File: src/rtl/fetch_stage.sv
`default_nettype none
// ============================================================================
// Module   : fetch_stage
// Purpose  : Instruction fetch with IF/ID pipeline register, stall hold buffer
//            and flush/redirect handling. Optional FETCH_PERF_CNT_EN macro
//            adds saturating stall/bubble/flush counters.
// Revision : 1.0 - initial release
// ============================================================================
module fetch_stage #(
    parameter logic [15:0] RESET_PC = 16'h0000,
    parameter logic [15:0] NOP_INST = 16'hF01D
`ifdef FETCH_PERF_CNT_EN
    ,
    parameter int          CNT_W    = 16
`endif
) (
    input  logic        clk,
    input  logic        reset,
    input  logic        Stall,
    input  logic        Flush,
    input  logic [15:0] RedirectPC,
    output logic        i_readM,
    output logic [15:0] i_address,
    input  logic [15:0] i_data,
    input  logic        i_ready,
    output logic [15:0] IF_ID_inst,
    output logic [15:0] IF_ID_PCplus1,
    output logic        IF_ID_Valid
`ifdef FETCH_PERF_CNT_EN
    ,
    output logic [CNT_W-1:0] StallCycles,
    output logic [CNT_W-1:0] BubbleCycles,
    output logic [CNT_W-1:0] FlushCount
`endif
);

    localparam logic [1:0] c_FETCH = 2'd0;
    localparam logic [1:0] c_HOLD  = 2'd1;
    localparam logic [1:0] c_DRAIN = 2'd2;

    logic [1:0]  r_state;
    logic [15:0] r_pc;
    logic [15:0] r_addr;
    logic [15:0] r_buf_inst;
    logic [15:0] r_buf_pcp1;
    logic [15:0] r_inst;
    logic [15:0] r_pcp1;
    logic        r_valid;

    logic [1:0]  w_state_nxt;
    logic [15:0] w_pc_nxt;
    logic [15:0] w_addr_nxt;
    logic [15:0] w_addr_inc;
    logic        w_buf_load;
    logic        w_word_load;
    logic [15:0] w_word_inst;
    logic [15:0] w_word_pcp1;

    assign w_addr_inc    = r_addr + 16'd1;
    assign i_readM       = (r_state != c_HOLD) & ~reset;
    assign i_address     = r_addr;
    assign IF_ID_inst    = r_inst;
    assign IF_ID_PCplus1 = r_pcp1;
    assign IF_ID_Valid   = r_valid;

    always_comb begin
        w_state_nxt = r_state;
        w_pc_nxt    = r_pc;
        w_addr_nxt  = r_addr;
        w_buf_load  = 1'b0;
        w_word_load = 1'b0;
        w_word_inst = i_data;
        w_word_pcp1 = w_addr_inc;
        case (r_state)
            c_FETCH: begin
                if (Flush) begin
                    w_pc_nxt = RedirectPC;
                    // A pending request can only be abandoned once memory answers it
                    if (i_ready) w_addr_nxt  = RedirectPC;
                    else         w_state_nxt = c_DRAIN;
                end else if (i_ready) begin
                    w_pc_nxt = w_addr_inc;
                    if (Stall) begin
                        w_state_nxt = c_HOLD;
                        w_buf_load  = 1'b1;
                    end else begin
                        w_word_load = 1'b1;
                        w_addr_nxt  = w_addr_inc;
                    end
                end
            end
            c_HOLD: begin
                if (Flush) begin
                    w_state_nxt = c_FETCH;
                    w_pc_nxt    = RedirectPC;
                    w_addr_nxt  = RedirectPC;
                end else if (!Stall) begin
                    w_state_nxt = c_FETCH;
                    w_word_load = 1'b1;
                    w_word_inst = r_buf_inst;
                    w_word_pcp1 = r_buf_pcp1;
                    w_addr_nxt  = r_pc;
                end
            end
            c_DRAIN: begin
                if (Flush) w_pc_nxt = RedirectPC;
                if (i_ready) begin
                    w_state_nxt = c_FETCH;
                    w_addr_nxt  = Flush ? RedirectPC : r_pc;
                end
            end
            default: begin
                w_state_nxt = c_FETCH;
            end
        endcase
    end

    always_ff @(posedge clk or posedge reset) begin
        if (reset) begin
            r_state    <= c_FETCH;
            r_pc       <= RESET_PC;
            r_addr     <= RESET_PC;
            r_buf_inst <= NOP_INST;
            r_buf_pcp1 <= 16'h0000;
        end else begin
            r_state <= w_state_nxt;
            r_pc    <= w_pc_nxt;
            r_addr  <= w_addr_nxt;
            if (w_buf_load) begin
                r_buf_inst <= i_data;
                r_buf_pcp1 <= w_addr_inc;
            end
        end
    end

    // IF/ID: flush beats stall, stall beats new word, otherwise a bubble
    always_ff @(posedge clk or posedge reset) begin
        if (reset) begin
            r_inst  <= NOP_INST;
            r_pcp1  <= 16'h0000;
            r_valid <= 1'b0;
        end else if (Flush) begin
            r_inst  <= NOP_INST;
            r_valid <= 1'b0;
        end else if (Stall) begin
            r_inst  <= r_inst;
        end else if (w_word_load) begin
            r_inst  <= w_word_inst;
            r_pcp1  <= w_word_pcp1;
            r_valid <= 1'b1;
        end else begin
            r_inst  <= NOP_INST;
            r_valid <= 1'b0;
        end
    end

`ifdef FETCH_PERF_CNT_EN
    logic [CNT_W-1:0] r_stall_cnt;
    logic [CNT_W-1:0] r_bubble_cnt;
    logic [CNT_W-1:0] r_flush_cnt;
    logic             w_bubble;

    assign w_bubble     = Flush | (~Stall & ~w_word_load);
    assign StallCycles  = r_stall_cnt;
    assign BubbleCycles = r_bubble_cnt;
    assign FlushCount   = r_flush_cnt;

    always_ff @(posedge clk or posedge reset) begin
        if (reset) begin
            r_stall_cnt  <= '0;
            r_bubble_cnt <= '0;
            r_flush_cnt  <= '0;
        end else begin
            if (Stall && !Flush && (r_stall_cnt != '1))
                r_stall_cnt <= r_stall_cnt + 1'b1;
            if (w_bubble && (r_bubble_cnt != '1))
                r_bubble_cnt <= r_bubble_cnt + 1'b1;
            if (Flush && (r_flush_cnt != '1))
                r_flush_cnt <= r_flush_cnt + 1'b1;
        end
    end
`endif

endmodule
`default_nettype wire

File: config.mk
export PLATFORM = sky130hd
export DESIGN_NAME = fetch_stage
export DESIGN_NICKNAME = d
export VERILOG_FILES = /design/src/rtl/fetch_stage.sv
export SDC_FILE = /design/constraint.sdc
export NUM_CORES = 1
export LEC_CHECK = 0
export ABC_AREA = 1
export BUFFER_PORTS_ARGS = -buffer_cell sky130_fd_sc_hd__clkbuf_2
export CAP_MARGIN = 25
export CORE_UTILIZATION = 56
export CTS_CLUSTER_SIZE = 24
export DETAILED_ROUTE_END_ITERATION = 6
export PLACE_DENSITY = 0.8
export SLEW_MARGIN = 20
export SYNTH_ARGS = -nofsm -noshare
export SYNTH_HDL_FRONTEND = slang
export SYNTH_SLANG_ARGS = --single-unit
File: constraint.sdc
create_clock -name clk -period 3.6 [get_ports clk]
set_clock_uncertainty 0.15 [all_clocks]
set_input_delay 0.54 -clock clk [delete_from_list [all_inputs] [get_ports clk]]
set_output_delay 0.54 -clock clk [all_outputs]
set_load 0.02 [all_outputs]
# --- Word-level counts from Yosys, hierarchy flattened ---
# Index checks and enable logic that the tools add are counted.
word_totals:
  reg_bits: 99
  in_bits: 37
  output_inout_bits: 50
  word_cells: 69
op_classes:
  add_sub_neg: 1
  eq_ne: 11
  n_mux: 37
  bitwise: 4
  n_reduce_logical: 8
op_table:
  columns: ["operator", "count"]
  rows:
  - ["$mux 16", 15]
  - ["$pmux 16 s3", 1]
  - ["$pmux 16 s2", 1]
  - ["$add 16x1->16 const B", 1]
  - ["$ne 3x3->1 const B", 5]
  - ["$mux 2", 7]
  - ["$mux 1", 11]
  - ["$reduce_and 5->1", 2]
  - ["$pmux 2 s3", 1]
  - ["$ne 2x1->1 const B", 2]
  - ["$ne 2x2->1 const B", 2]
  - ["$not 1->1", 3]
  - ["$reduce_and 3->1", 1]
  - ["$reduce_bool 3->1", 1]
  - ["$eq 2x1->1 const B", 1]
  - ["$eq 2x2->1 const B", 1]
  - ["$logic_not 2->1", 1]
  - ["$pmux 1 s2", 1]
  - ["$reduce_and 2->1", 1]
  - ["$reduce_bool 2->1", 1]
  - ["$reduce_or 2->1", 1]
  - ["$and 1x1->1", 1]

# --- Logic depth before layout (Yosys ltp) ---
logic_depth:
  ltp_word: 7
  mapped_depth: 11
  depth_no_buf: 11

# --- Least setup slack after synthesis ---
# OpenSTA, ideal clock, no wires.
synth_path:
  path_type: "register -> output"
  from: "register r_state[1]"
  to: "output i_readM"
  t_arrival_ns: 1.329
  required_time_ns: 2.910
  slack_ns: 1.581
  path_stages_with_launch: 6
  path_buffers: 2
  path_cell_list: "dfrtp_1 -> inv_1 -> ha_1 -> clkbuf_1 -> clkbuf_1 -> nor2_1"
synth_via:
  elab_chain_cells: 2
synth_lines:
  columns: ["element", "line", "source"]
  rows:
  - ["start: declaration", "41", "logic [1:0] r_state;"]
  - ["start signal: assignment", "120", "r_state <= c_FETCH;"]
  - ["start signal: assignment", "126", "r_state <= w_state_nxt;"]
  - ["$ne 2x1->1", "60", "assign i_readM = (r_state != c_HOLD) & ~reset;"]
  - ["$and 1x1->1", "60", null]
  - ["end: declaration", "22", "output logic i_readM,"]
# Every way passes these cells.

# --- Worst setup path in the final report ---
layout_path:
  from: "register r_state[0]"
  to: "register r_pcp1[11] (netlist: IF_ID_PCplus1[11])"
layout_via:
  elab_chain_cells: 3
  word_cells_on_any_way: 5
  classes_between: "eq/ne: 1; mux: 2; reduce/logical: 2"
layout_lines:
  columns: ["element", "line", "source"]
  rows:
  - ["$eq 2x1->1 / $logic_not 2->1 (equally long branches)", "74", "case (r_state)"]
  - ["$pmux 1 s2", "74", null]
  - ["$reduce_and 3->1 (no line)", null, null]
  - ["end signal: assignment", "149", "r_pcp1 <= w_word_pcp1;"]
  - ["end: declaration", "47", "logic [15:0] r_pcp1;"]
# Several ways; a longest one is shown, not always the timed one.
# A chain may end at the register's enable or synchronous reset.

==> qor.yml <==
status: "completed"
row_count: 33
drt_iter0_markers: 333
nets: 725
grt_use_total: 0.286
postCtsSetupBuffers: 0
worstPathArrival_ns: 2.48
start_kind: "flop"
min_path_type: "in -> async"
cts_resized: 0
syn_nets: 643
p_sw_frac: 0.457
syn-cell-area_mm2: 0.00474
synth_flop_cell: "dfrtp_1"
h-tree-depth: 3
ys_seq_elements: 99
p_per_area_mw_per_mm2: 854
rr_worst_depth: 9
grt_util_met3: 0.0340
clock_latency_ns: 0.38
clock-sinks: 99
critPathKind: "reg -> reg"
wire_per_inst_um: 14.4
place_hpwl_um: 8100
grt_max_degree: 51
seq_power_share: 0.430
synth_cell_type_count: 32
yosysTopAreaCell: "dfrtp_1"
worstMarginPinSlew_ns: 0.690
power_switching_uw: 2120
power.leakage_uw: 0.00287
clk_pin_slew_worst_paths_ns: 0.11
grt_busiest_layer: "met2"
register_area_mm2: 0.00250
required_ns: 3.75
cts_hold_buf: 0
gp_congestion: 0.904
postSynthCellCount: 601
dieArea_mm2: 0.00883
met2_usage: 0.476
internal_power_uw: 2520
cts_tree: "done"
synth_top_cell_area_share: 0.438
worst-path-max-fanout: 25
cp_cell_sequence: "inv_1, ha_1, inv_2, o21ai_0, nand2_1, buf_4, inv_2, nor2_1, a21oi_1"
num_vias: 4314
setup_viol: 0
grt_pass1_vias: 4141
final.setup.worst_slack_ns: 1.27
core_region_area_mm2: 0.00822
detail_route.first_pass.iterations: 5
r2r_slack_ns: 1.27
portBuffers: 86
boundaryPins: 87
cp_common_cell: "inv_2"
synth_edf_count: 0
drv_cap: 0
ys_seq_area_frac: 0.527
cpPeakStageDelay_ns: 0.43
cts_buffers: 9
total_power_uw: 4640
maxSlewViolCount: 0
fmax_mhz: 428
instances_no_fill: 793
clockRootBuffer: "clkbuf_8"
multi_input_area_mm2: 0.00196
initial_core_util: 0.577
grt_pass1_wl_um: 19500
post-place-ws_ns: 0.938
rsz0062_at_grt: "no"
grt_overflow: 0
fill_cells: 718
diodes: 0
die_y_um: 94.0
remaining_drc_errors: 0
die_x_um: 94.0
vias_per_cell: 5.44
clock_path_buffers: 2
dp_cells: 777
drive_gt1_frac: 0.201
p_comb_frac: 0.422
ant_nets: 0
use_met1: 0.382
synthTopCellsByArea: "dfrtp_1 (44%), nand2_1 (19%), dfstp_2 (8.9%)"
final_core_util: 0.662
slew_headroom: 0.540
slowest_stage: "dfrtp_1"
p_clk_frac: 0.148
routed_wl_um: 11400
peakVddDrop_mv: 0.456
min_period_ns: 2.33
antenna_found_initial: 0
area.growth.synth_to_final_pct: 14.8
end_kind: "flop"
hold_viol_final: 0
fin_tns_setup_ns: 0
async_flop_share: 1.00
yosys_warnings: 0
finalCritPeriodShare: 0.648
synth_area_per_cell_um2: 7.88
sequential cells by signal (all words and copies together), names as in the netlist:
name and flops:
r_buf_pcp1 16, IF_ID_Valid 1, r_state 2, i_address 16, IF_ID_inst 16, IF_ID_PCplus1 16, r_buf_inst 16, r_pc 16
worst max-delay path, delay by kind of cell, from the launching register on:
kind                     cells  cell delay (ns)
flip-flops                   1             0.43
AND/OR/NAND/NOR              2             0.35
adder cells (fa/ha/maj)      1             0.20
buffers and inverters        4             0.81
AO/OA/AOI/OAI                2             0.32
final cells by class:
class / count / share of cell area
multi-input cells: 433 / 0.361
inverters: 47 / 0.0333
flip-flops and latches: 99 / 0.459
well taps: 105 / 0.0241
repair buffers: 93 / 0.0888
clock buffers: 9 / 0.0228
clock inverters: 7 / 0.0113
metrics by stage:
step | hold WS, ns | area [µm²]
final | 0.0736 | 5440
after global routing | 0.134 | 5440
after CTS | 0.102 | 5440
after detailed placement | 0.311 | 5260
after global placement | 0.306 | 5260
after floorplan | 0.298 | 4740
metal layers:
| layer | share of wire | vias up |
|---|---|---|
| met4 | 0.017 | 0 |
| li1 | - | 2088 |
| met1 | 0.44 | 2062 |
| met2 | 0.49 | 146 |
| met3 | 0.050 | 18 |
| met5 | 0 | - |
cells by family after synthesis:
logic type,share of synthesized area
compound gates,0.125
xor+xnor,0.00924
fa+ha+maj,0.0132
buf+inv,0.0589
flops,0.527
simple gates,0.266
cells in the final DEF (no fill, tap or decap), types with 2 or more instances in the layout:
| cell type | n |
|---|---|
| nand2_1 | 245 |
| clkbuf_2 | 86 |
| dfrtp_1 | 83 |
| o21ai_0 | 46 |
| nor2_1 | 40 |
| inv_1 | 39 |
| a21oi_1 | 27 |
| nand3_1 | 22 |
| dfstp_2 | 16 |
| a31oi_1 | 10 |
| clkbuf_8 | 9 |
| o22ai_1 | 7 |
| buf_4 | 7 |
| o21bai_1 | 6 |
| a22o_1 | 6 |
| inv_2 | 5 |
| ha_1 | 5 |
| xor2_1 | 3 |
| nand4_1 | 3 |
| inv_4 | 2 |
| or2_2 | 2 |
| xnor2_1 | 2 |
| nor3_1 | 2 |
| o221ai_1 | 2 |
| inv_8 | 2 |
| clkinv_4 | 2 |
final timing paths:
kind,start,end
hold / removal,reset,r_buf_pcp1[14]$_DFFE_PP0P_
max in group asynchronous,reset,r_buf_inst[3]$_DFFE_PP1P_
min in group clk,i_data[4],r_buf_inst[4]$_DFFE_PP1P_
setup / recovery,r_state[0]$_DFFE_PP0P_,IF_ID_PCplus1[11]$_DFFE_PP0P_
hold reg to reg,r_buf_inst[3]$_DFFE_PP1P_,r_buf_inst[3]$_DFFE_PP1P_
setup reg to reg,r_state[0]$_DFFE_PP0P_,IF_ID_PCplus1[11]$_DFFE_PP0P_
cell usage after synthesis (3+ instances only):
library cell  instances
a22o_1                6
o22ai_1               7
nand4_1               3
inv_1                40
nand3_1              22
inv_2                 5
dfrtp_1              83
clkbuf_1             13
nand2_1             245
ha_1                  5
o21ai_0              46
nor2_1               40
buf_2                 5
a31oi_1              10
o21bai_1              6
dfstp_2              16
a21oi_1              27
xor2_1                3
power groups by stage:
stage | combinational, µW | clock (µW) | sequential [µW]
after CTS | 1960 | 696 | 1990
final | 1960 | 689 | 2000
after global routing | 2220 | 736 | 2050
after floorplan | 1160 | 0 | 2170
after global placement | 1890 | 0 | 1980
after detailed placement | 1950 | 0 | 2010
Power figures use the tool's default switching activity.
